### config.mk
export PLATFORM = sky130hd
export DESIGN_NAME = timebase_taps
export DESIGN_NICKNAME = d
export VERILOG_FILES = /design/src/rtl/timebase_pkg.sv /design/src/rtl/timebase_taps.sv
export SDC_FILE = /design/constraint.sdc
export NUM_CORES = 1
export LEC_CHECK = 0
export ABC_AREA = 1
export ABC_CLOCK_PERIOD_IN_PS = 1660
export BUFFER_PORTS_ARGS = -buffer_cell sky130_fd_sc_hd__clkbuf_2
export CORE_ASPECT_RATIO = 2
export CORE_MARGIN = 2
export CORE_UTILIZATION = 50
export CTS_CLUSTER_DIAMETER = 80
export DETAILED_ROUTE_END_ITERATION = 7
export PLACE_DENSITY = 0.75
export REMOVE_ABC_BUFFERS = 1
export SLEW_MARGIN = 20
export SYNTH_ARGS = -nofsm -noshare
export SYNTH_HDL_FRONTEND = slang
export SYNTH_SLANG_ARGS = --single-unit
### constraint.sdc
create_clock -name clk -period 1.66 [get_ports clk]
set_input_delay 0.249 -clock clk [delete_from_list [all_inputs] [get_ports clk]]
set_output_delay 0.249 -clock clk [all_outputs]
set_load 0.005 [all_outputs]
### src/rtl/timebase_pkg.sv
// Shared timebase definitions: default widths and the tap-to-counter-bit mapping
// used by both the prescaler and any consumer doing divider/rate math.
package timebase_pkg;

  localparam int TB_WIDTH = 32;
  localparam int TB_NTAPS = 6;

  // Taps are spread evenly from bit 0 up to the counter MSB.
  function automatic int tap_bit(input int i, input int width, input int ntaps);
    return (i * (width - 1)) / (ntaps - 1);
  endfunction

endpackage

### src/rtl/timebase_taps.sv
// Free-running prescaler: WIDTH-bit counter with one-cycle strobes on the rising
// edge of selected counter bits, plus a wrap strobe on all-ones -> zero.
module timebase_taps
  import timebase_pkg::*;
#(
  parameter int WIDTH = TB_WIDTH,
  parameter int NTAPS = TB_NTAPS
) (
  input  logic             clk,
  input  logic             rst_n,
  input  logic             run,
  input  logic             clear,
  output logic [NTAPS-1:0] taps,
  output logic             wrap,
  output logic [WIDTH-1:0] count
);

  logic [WIDTH-1:0] count_q, count_d, countInc;
  logic [NTAPS-1:0] taps_q, taps_d, tapRise;
  logic             wrap_q, wrap_d;

  assign countInc = count_q + WIDTH'(1);

  // A tap bit rises exactly when the increment carries into it, so strobes
  // line up with the cycle in which count already shows the new value.
  for (genvar i = 0; i < NTAPS; i++) begin : g_tap
    localparam int TapBit = tap_bit(i, WIDTH, NTAPS);
    assign tapRise[i] = countInc[TapBit] & ~count_q[TapBit];
  end

  always_comb begin
    count_d = count_q;
    taps_d  = '0;
    wrap_d  = 1'b0;
    if (clear) begin
      count_d = '0;
    end else if (run) begin
      count_d = countInc;
      taps_d  = tapRise;
      wrap_d  = &count_q;
    end
  end

  always_ff @(posedge clk or negedge rst_n) begin
    if (!rst_n) begin
      count_q <= '0;
      taps_q  <= '0;
      wrap_q  <= 1'b0;
    end else begin
      count_q <= count_d;
      taps_q  <= taps_d;
      wrap_q  <= wrap_d;
    end
  end

  assign count = count_q;
  assign taps  = taps_q;
  assign wrap  = wrap_q;

endmodule

# Yosys cells after proc, flatten, opt, wreduce, memory -nomap -nowiden
# Index checks and enable logic that the tools add are counted.
[totals] out_inout_bits=39 word_cells=24 in_bits=4 reg_bits=39
[op_classes] reduce_logical=2 addsub=1 mux=6 bitwise=12
[ops] operator="$mux W32" n=2
[ops] operator="$add A32 B1 Y32 const B" n=1
[ops] operator="$reduce_and A32 Y1" n=1
[ops] operator="$mux W6" n=2
[ops] operator="$and A1 B1 Y1" n=6
[ops] operator="$not A1 Y1" n=6
[ops] operator="$mux W1" n=2
[ops] operator="$reduce_bool A2 Y1" n=1

# Longest topological paths before layout
# Gate-level depths: netlist (run 1).
[depth] depth_word=4 depth_mapped=9 ltp_nobuf=9

# Least setup slack after synthesis (run 1)
# Ideal clock, no wire load.
[synth_timing] kind="flip-flop to flip-flop" from="register count_q[0] (netlist: count[0])" to="register count_q[18] (netlist: count[18])" required_ps=1577 period_less_slack_ps=1533 setup_time_ps=83 setup_slack_ps=127 n_path_buf=0 t_arrival_ps=1450 path_stages_with_launch=8 cell_sequence="dfrtp_1 > ha_1 > inv_1 > nor2_1 > nand2_1 > nor4_1 > ha_1 > o22ai_1"
[synth_between] elab_chain_cells=3
[synth_lines] element="start: declaration" line_no="timebase_taps.sv:18" rtl="logic [WIDTH-1:0] count_q, count_d, countInc;"
[synth_lines] element="start signal: assignment" line_no="timebase_taps.sv:50" rtl="count_q <= count_d;"
[synth_lines] element="$add A32 B1 Y32" line_no="timebase_taps.sv:22" rtl="assign countInc = count_q + WIDTH'(1);"
[synth_lines] element="$mux W32" line_no="timebase_taps.sv:37" rtl="end else if (run) begin"
[synth_lines] element="$mux W32" line_no="timebase_taps.sv:35" rtl="if (clear) begin"
# No other way between the ends. The select of a mux whose other input is x is not followed.
# A chain may end at the register's enable or synchronous reset.

# Worst setup path in the final report (run 1)
[layout_timing] from="register count_q[13] (netlist: count[13])" to="register count_q[24] (netlist: count[24])"
# The elaborated chain is that of the path after synthesis.

==> results of run 1 <==
-- Yosys cell counts, types with 2 or more instances --
cell,instances,area [sq um]
nor3b_1,2,15.0
nor2_1,59,221
o21ai_0,13,65.1
nand2_1,79,297
nor4_1,2,12.5
nor2_2,2,12.5
buf_2,2,10.0
nor3_1,3,15.0
nand3_1,16,80.1
ha_1,6,75.1
nand4_1,4,25.0
nor2_4,5,56.3
dfrtp_1,39,976
inv_1,37,139
a21oi_1,13,65.1
o22ai_1,5,31.3
-- critical path: stages (launching register included) --
cell     delay [ns]
dfrtp_1        0.44
nand2_1        0.15
nor2_1         0.17
nand2_1        0.11
nor3_2         0.20
ha_1           0.25
o22ai_1        0.12
-- report_power, final --
| group | leakage (uW) | internal, uW | switching (uW) |
|---|---|---|---|
| clock | 0.0000612 | 486 | 344 |
| combinational | 0.000699 | 26.9 | 60.6 |
| sequential | 0.000543 | 955 | 4.78 |
| total | 0.00130 | 1470 | 409 |
-- layout make-up --
cell class | count | area, sq um | area share, %
multi-input combinational | 215 | 1050 | 39.2
sequential | 39 | 976 | 36.6
timing repair buffer | 56 | 318 | 11.9
inverter | 38 | 143 | 5.35
clock buffer | 6 | 82.6 | 3.10
tap | 52 | 65.1 | 2.44
clock inverter | 2 | 35.0 | 1.31
-- per-layer routing --
layer / GRT usage (%) / up-vias / wire (um)
met4: 16.8 / 0 / 393
met5: 0 / - / 0
met1: 27.3 / 997 / 2030
met2: 46.1 / 81 / 3130
met3: 4.32 / 25 / 228
li1: - / 1058 / -
-- registers in the layout (all words and copies together), names as in the netlist --
signal / flops
taps: 6
wrap: 1
count: 32
-- worst max-delay path by stage --
stage,startpoint,to,cells past startpoint
after detailed placement,count[0]$_DFFE_PN0P_,count[18]$_DFFE_PN0P_,7
final,count[13]$_DFFE_PN0P_,count[24]$_DFFE_PN0P_,6
after global routing,count[6]$_DFFE_PN0P_,taps[5]$_DFF_PN0_,7
after floorplan,count[0]$_DFFE_PN0P_,count[18]$_DFFE_PN0P_,7
after global placement,count[0]$_DFFE_PN0P_,count[18]$_DFFE_PN0P_,7
after CTS,count[0]$_DFFE_PN0P_,count[18]$_DFFE_PN0P_,7
-- logic make-up (layout without fill, tap and decap cells) --
logic type	after synthesis	count (layout)	share of synthesized area [%]
AO/OA/AOI/OAI	32	32	7.76
adder cells (fa/ha/maj)	6	6	3.47
flip-flops	39	39	45.2
buffers and inverters	41	102	7.41
AND/OR/NAND/NOR	177	177	36.2
-- per-stage QoR --
step / cells / hold slack, ns
floorplan: 292 / -0.0466
global placement: 398 / 0.175
detailed placement: 398 / 0.175
CTS: 407 / 0.234
global route: 408 / 0.256
finish: 408 / 0.240
-- what timing repair did --
action / CTS / global route
hold endpoints to repair: 13 / 0
buffers inserted: 0 / 1
gates resized for setup: 0 / 7
endpoints found under the setup margin: 0 / 6
hold buffers: 1 / 0
==> metrics.txt, run 1 <==
first-pass GRT wire length 9690 um; number of diodes 0; H-tree levels 2; Slew @ Worst Pin 0.382 ns; ys flop type dfrtp_1; status complete, no violations; clk_lat worst skew 0.29 ns; vias 2161; critical path launch point type flip-flop; static leakage 0.00130 uW; sequential share of the synthesized area 45.2%; layout cells sized above 1 22.5%; port buffer count 42; overall power 1880 uW; YS warnings 0; CTS tree built; Clock Tree Root clkbuf_8; WL final 5780 um; Post-DP HPWL 4620 um; Post-DRT Antenna Nets 0; clock sinks 39; fin crit share 91.7%; sum of negative setup slack 0 ns; grt ovf 0; commonest non-fill, non-tap cell in the layout nand2_1; Layout area overhead 23.3%; hold depth 2; Chip Height 97.0 um; worst r2r src count[13]$_DFFE_PN0P_; mapped cell area 2160 sq um; drt pass-1 iters 4; Hold EP taps[4]$_DFF_PN0_; IO Pins 43; average routed wire per standard cell 14.2 um; ys async rst share 100%; initial antenna violation count 0; highest clock rate 657 MHz; post-synth cell types 24; final hold vios 0; Final Skew 0.00267 ns; final non-filler cell area 2670 sq um; Die W 50.5 um; FF-to-FF path depth 6; Crit Path Class flip-flop to flip-flop; Area after DPL 2510 sq um; Post-Syn Instances 295; CP required 1.88 ns; clk slew on worst S/H paths 0.08 ns; Seq cells post-synth 39; CTS buffer count 5; Rows 33; min cycle time layout 1.52 ns; Final Util 64.5%; Core Area 4130 sq um; initial DRC count 91; most frequent cells in the layout nand2_1, nor2_1, clkbuf_2, dfrtp_1, inv_1; pwr dens 704 nW/um^2; unrepaired setup endpoints after global routing false; reg2reg end count[24]$_DFFE_PN0P_; crit path max fanout 5; FF-to-FF setup slack 0.14 ns; slew margin rel. 74.5%; full die area 4900 sq um; GP Congestion 0.937; GRT Total Usage 26.2%; Hold Path Class input pin to flip-flop; Critical Path Sink Type flip-flop; Post-synth EDFFs 0; Slew Viols, Final 0; setup ws final 0.137 ns; hold_sp clear; CP arrival 1.74 ns; final-stage net count 365; maxcap violations 0; Final setup viols 0; vias in the first global route 2100; synthesized area per cell 7.32 sq um; number of fillers in the final layout 383; Remaining DRCs 0; CTS Buffer Depth 2; largest net degree at the start of global routing 26; maximum vdd drop 0.000721 V; Starting Density 52.3%; drt via density 5.30; pre-CTS WS 0.0802 ns
Note: power is estimated with default switching activity, not from simulation.
==> inputs of run 2 (changes only) <==
--- a/config.mk
+++ b/config.mk
@@ -13,8 +13,9 @@
 export CORE_UTILIZATION = 50
 export CTS_CLUSTER_DIAMETER = 80
 export DETAILED_ROUTE_END_ITERATION = 7
-export PLACE_DENSITY = 0.75
+export PLACE_DENSITY = 0.74
 export REMOVE_ABC_BUFFERS = 1
+export SKIP_CTS_REPAIR_TIMING = 1
 export SLEW_MARGIN = 20
 export SYNTH_ARGS = -nofsm -noshare
 export SYNTH_HDL_FRONTEND = slang
==> run 2 against run 1 <==
Total power down 9.7%. Sequential share of layout area down 0.55 points. Sequential power about the same. Utilization grew 1.1 points. Combinational power up 5.0%. Global-route usage down 0.66 points. Cell count grew 1.2%. Critical path type unchanged. Largest power group unchanged. Highest routed layer unchanged.
==> metrics.txt, run 2 (synthesized netlist as in run 1, its figures left out) <==
vias 2112 (-2.3%); CP arrival 1.78 ns (+0.04 ns); GRT Total Usage 25.5% (-0.66 points); Cell Int Power 1280 uW (-13%); number of fillers in the final layout 398 (+3.9%); number of diodes 0 (unchanged); vias in the first global route 2093 (-0.33%); CP delay by family, top simple AND/OR/NAND/NOR gates; first-pass GRT wire length 9510 um (-1.8%); Hold EP taps[2]$_DFF_PN0_; average routed wire per standard cell 13.7 um (-3.3%); highest clock rate 642 MHz (-2.2%); Clock Tree Root clkbuf_8; switch share 24.6% (+2.8 points); FF-to-FF setup slack 0.10 ns (-0.03 ns); status complete, no violations; Area after DPL 2560 sq um (+2.0%); reg2reg end count[24]$_DFFE_PN0P_; Final Util 65.6% (+1.1 points); CTS Buffer Depth 2 (unchanged); slew margin rel. 67.3% (-7.2 points); initial DRC count 57 (-37%); commonest non-fill, non-tap cell in the layout nand2_1; CP bufs+invs 1 (+1); Starting Density 52.3% (unchanged); IO Pins 43 (unchanged); Sequential Power Share 56.6% (+5.5 points); most frequent cells in the layout nand2_1, nor2_1, clkbuf_2, dfrtp_1, inv_1; final hold vios 0 (unchanged); sum of negative setup slack 0 ns (unchanged); switching power 416 uW (+1.8%); final non-filler cell area 2710 sq um (+1.6%); Clock Power Share 37.9% (-6.3 points); initial antenna violation count 0 (unchanged); full die area 4900 sq um (unchanged); Die W 50.5 um (unchanged); clk_lat worst skew 0.30 ns (about the same); Slew Viols, Final 0 (unchanged); Critical Path Sink Type flip-flop; hold slack final 0.229 ns (-0.0105 ns); slowest cell delay on critical path 0.40 ns (-0.04 ns); Chip Height 97.0 um (unchanged); static leakage 0.00133 uW (+1.9%); worst r2r src count[1]$_DFFE_PN0P_; CTS buffer count 5 (unchanged); crit path cell chain ha_1, inv_1, nor2_4, nand3_2, nor3_4, ha_1, o22ai_1; maximum vdd drop 0.000652 V (-9.5%); CTS tree built; layout cells sized above 1 23.8% (+1.4 points); hold depth 2 (unchanged); port buffer count 42 (unchanged); number of flip-flops in the largest register 32 (unchanged); largest net degree at the start of global routing 25 (-3.8%); overall power 1690 uW (-9.7%); hold_sp clear; Final setup viols 0 (unchanged); drt pass-1 iters 4 (unchanged); Post-DP HPWL 4530 um (-2.0%); Slew @ Worst Pin 0.490 ns (+0.108 ns); clk slew on worst S/H paths 0.08 ns (about the same); Comb pwr share 5.4% (+0.7 points); Worst path slowest cell dfrtp_1; critical path launch point type flip-flop; final-stage net count 370 (+1.4%); crit path max fanout 4 (-1); unrepaired setup endpoints after global routing false; CP required 1.88 ns (about the same); Crit Path Class flip-flop to flip-flop; grt ovf 0 (unchanged); pwr dens 626 nW/um^2 (-11%); Remaining DRCs 0 (unchanged); H-tree levels 2 (unchanged); FF-to-FF path depth 7 (+1); fin crit share 93.8% (+2.1 points); clock sinks 39 (unchanged); maxcap violations 0 (unchanged); CP dominant cell by count ha_1; WL final 5660 um (-2.1%); Rows 33 (unchanged); Final Skew 0.0112 ns (+0.00849 ns); Core Area 4130 sq um (unchanged); min cycle time layout 1.56 ns (+0.0343 ns); GP Congestion 0.966 (+3.1%); Hold Path Class input pin to flip-flop; Layout area overhead 25.4%; drt via density 5.11 (-3.5%); Post-DRT Antenna Nets 0 (unchanged)
## run 2: cell types whose count changed in the layout (fill, tap and decap cells not counted), sizes merged
cell | before | now
clkinvlp | 0 | 2
buf | 13 | 18
bufinv | 1 | 0
clkbuf | 48 | 47
## run 2: metrics by stage
stage	std cells	setup WS, ns
2_1_floorplan	292	0.127
3_3_place_gp	403	0.0967
3_5_place_dp	403	0.0224
4_1_cts	411	0.00388
5_1_grt	413	0.00422
6_report	413	0.103
## run 2: power groups by stage
stage	combinational (uW)	sequential [uW]	clock [uW]
after floorplan	28.4	980	0
after global placement	86.9	978	0
after detailed placement	88.4	979	0
after CTS	88.3	960	659
after global routing	105	960	692
final	91.9	960	643
## run 2: how the worst max path moves through the flow
stage,slack [ns],end,depth (start not counted),from
after floorplan,0.13,count[18]$_DFFE_PN0P_,7,count[0]$_DFFE_PN0P_
after global placement,0.1,count[18]$_DFFE_PN0P_,6,count[11]$_DFFE_PN0P_
after detailed placement,0.02,count[18]$_DFFE_PN0P_,6,count[8]$_DFFE_PN0P_
after CTS,0.004,count[18]$_DFFE_PN0P_,6,count[8]$_DFFE_PN0P_
after global routing,0.004,count[26]$_DFFE_PN0P_,7,count[16]$_DFFE_PN0P_
final,0.10,count[24]$_DFFE_PN0P_,7,count[1]$_DFFE_PN0P_
## run 2: final cells by class
cell class	count	area, sq um	share of cell area, %
Multi-Input combinational cell	215	1070	39.4
Sequential cell	39	977	36.1
Timing Repair Buffer	61	368	13.6
Inverter	38	143	5.27
Clock buffer	5	68.8	2.54
Tap cell	52	65.1	2.40
Clock inverter	3	20.0	0.739
## run 2: layer usage
| metal | global-route usage (%) | part of all wire (%) | vias to the layer above | wire [um] |
|---|---|---|---|---|
| met1 | 27.4 | 37 | 964 | 2110 |
| li1 | - | - | 1068 | - |
| met2 | 45.4 | 54 | 56 | 3070 |
| met4 | 13.7 | 5.2 | 0 | 296 |
| met3 | 4.17 | 3.2 | 24 | 183 |
| met5 | 0 | 0 | - | 0 |
==> inputs of run 3 (changes only) <==
--- a/config.mk
+++ b/config.mk
@@ -8,12 +8,14 @@
 export ABC_AREA = 1
 export ABC_CLOCK_PERIOD_IN_PS = 1660
 export BUFFER_PORTS_ARGS = -buffer_cell sky130_fd_sc_hd__clkbuf_2
+export CELL_PAD_IN_SITES_DETAIL_PLACEMENT = 0
+export CELL_PAD_IN_SITES_GLOBAL_PLACEMENT = 1
 export CORE_ASPECT_RATIO = 2
 export CORE_MARGIN = 2
-export CORE_UTILIZATION = 50
+export CORE_UTILIZATION = 39
 export CTS_CLUSTER_DIAMETER = 80
 export DETAILED_ROUTE_END_ITERATION = 7
-export PLACE_DENSITY = 0.74
+export PLACE_DENSITY_LB_ADDON = 0.1
 export REMOVE_ABC_BUFFERS = 1
 export SKIP_CTS_REPAIR_TIMING = 1
 export SLEW_MARGIN = 20
==> run 3 against run 2 <==
Clock-buffer cell count is 1 higher. Clock skew is 0.0054 ns lower. Worst setup slack worse by 0.011 ns. Routed wire length is 16% higher. Non-clock buffer count is 24 higher. Clock power hardly changed. Combinational power is 5.4% higher. Global-route usage is 2.3 points lower. Die area is 26% higher. Critical endpoint is now count[18]$_DFFE_PN0P_. Highest routed layer unchanged.
==> metrics.txt, run 3 (synthesized netlist as in run 1, its figures left out) <==
status complete, no violations; largest net degree at the start of global routing 21 (-16%); hold depth 3 (+1); top layer in use met4; drt pass-1 iters 5 (+1); min cycle time layout 1.57 ns (+0.0111 ns); Layout area overhead 35.9%; critical path launch point type flip-flop; CP dominant cell by count ha_2; clk slew on worst S/H paths 0.08 ns (about the same); maximum vdd drop 0.000586 V (-10%); Worst path slowest cell dfrtp_1; fin crit share 94.5% (+0.67 points); clk_lat worst skew 0.29 ns (about the same); Slew Viols, Final 0 (unchanged); vias in the first global route 2308 (+10%); Slew @ Worst Pin 0.403 ns (-0.0867 ns); average routed wire per standard cell 14.7 um (+7.4%); CP bufs+invs 1 (unchanged); Post-DRT Antenna Nets 0 (unchanged); layout cells sized above 1 30.9% (+7.1 points); GRT Total Usage 23.2% (-2.3 points); Setup crit start count[1]$_DFFE_PN0P_; WL final 6550 um (+16%); overall power 1700 uW (+0.24%); Hold Path Class input pin to flip-flop; IO Pins 43 (unchanged); wire length on met1 2400 um (+14%); metal3 WL 249 um (+36%); hold slack final 0.253 ns (+0.0240 ns); H-tree levels 2 (unchanged); initial antenna violation count 0 (unchanged); Die W 56.6 um (+12%); Area after DPL 2760 sq um (+7.7%); Core Area 5370 sq um (+30%); commonest non-fill, non-tap cell in the layout nand2_1; initial DRC count 85 (+49%); Critical Path Sink Type flip-flop; highest clock rate 638 MHz (-0.71%); drt via density 5.00 (-2.3%); Worst setup endpoint count[18]$_DFFE_PN0P_; FF-to-FF setup slack 0.09 ns (about the same); unrepaired setup endpoints after global routing true; slew margin rel. 73.1% (+5.8 points); full die area 6190 sq um (+26%); vias 2223 (+5.3%); slowest cell delay on critical path 0.40 ns (about the same); Rows 38 (+15%); worst r2r src count[1]$_DFFE_PN0P_; final hold vios 0 (unchanged); final non-filler cell area 2940 sq um (+8.4%); Final setup viols 0 (unchanged); Remaining DRCs 0 (unchanged); CTS Buffer Depth 2 (unchanged); Crit Path Class flip-flop to flip-flop; crit path max fanout 4 (unchanged); number of diodes 0 (unchanged); CP required 1.88 ns (about the same); CP delay by family, top adder cells; CTS tree built; most frequent cells in the layout nand2_1, nor2_1, clkbuf_2, buf_4, dfrtp_1; first-pass GRT wire length 10900 um (+14%); crit path cell chain ha_2, inv_2, nor2_4, nand2_2, nor4_4, ha_2, o22ai_1; Clock Tree Root clkbuf_8; number of flip-flops in the largest register 32 (unchanged); Starting Density 40.2% (-12 points); Final Skew 0.00579 ns (-0.00537 ns); final-stage net count 394 (+6.5%); maxcap violations 0 (unchanged); grt ovf 0 (unchanged); static leakage 0.00145 uW (+9.5%); port buffer count 42 (unchanged); sum of negative setup slack 0 ns (unchanged); CTS buffer count 5 (unchanged); Chip Height 109 um (+13%); CP arrival 1.78 ns (about the same); Post-DP HPWL 5390 um (+19%); WP depth 7 (unchanged); GP Congestion 0.853 (-12%); pwr dens 578 nW/um^2 (-7.5%); WL met2 3680 um (+20%); clock sinks 39 (unchanged); reg2reg end count[18]$_DFFE_PN0P_; FF-to-FF path depth 7 (unchanged)
run 3: changes by cell type in the layout (fill, tap and decap cells not counted), sizes merged:
cell	change
buf	+24
clkbuf	+1
clkinvlp	-1
run 3: power breakdown:
group | total, uW | internal (uW) | switching (uW) | leakage [uW]
registers | 959 | 955 | 4.16 | 0.000543
logic | 96.9 | 31.5 | 65.4 | 0.000870
clock network | 643 | 294 | 349 | 0.0000412
run 3: worst min path at each step:
| stage | startpoint | to | slack, ns |
|---|---|---|---|
| floorplan | rst_n | count[0]$_DFFE_PN0P_ | -0.05 |
| global placement | rst_n | taps[5]$_DFF_PN0_ | 0.20 |
| detailed placement | rst_n | count[29]$_DFFE_PN0P_ | 0.19 |
| CTS | rst_n | taps[2]$_DFF_PN0_ | -0.13 |
| global route | run | taps[1]$_DFF_PN0_ | 0.26 |
| finish | run | taps[1]$_DFF_PN0_ | 0.25 |
run 3: cell type report:
| type | instances | area, sq um |
|---|---|---|
| tap | 60 | 75.1 |
| timing repair buffer | 85 | 548 |
| sequential | 39 | 976 |
| clock inverter | 2 | 12.5 |
| multi-input combinational | 215 | 1110 |
| inverter | 38 | 143 |
| clock buffer | 6 | 72.6 |
| fill | 582 | 2440 |
run 3: worst register-to-register path: stages (launching register included):
cell and delay, ns:
dfrtp_1 0.40, ha_2 0.19, inv_2 0.06, nor2_4 0.10
nand2_2 0.08, nor4_4 0.27, ha_2 0.30, o22ai_1 0.09
run 3: per-stage QoR:
step	std cells	setup slack, ns	util (%)
floorplan	292	0.127	-
global placement	436	0.0270	51.3
detailed placement	436	0.0425	51.3
CTS	444	0.0211	52.9
global route	445	-0.0391	54.7
finish	445	0.0918	54.7
run 3: routing by layer:
layer	GRT usage [%]	vias up
li1	-	1112
met1	24.0	1033
met2	45.0	64
met3	3.44	14
met4	9.69	0
met5	0	-
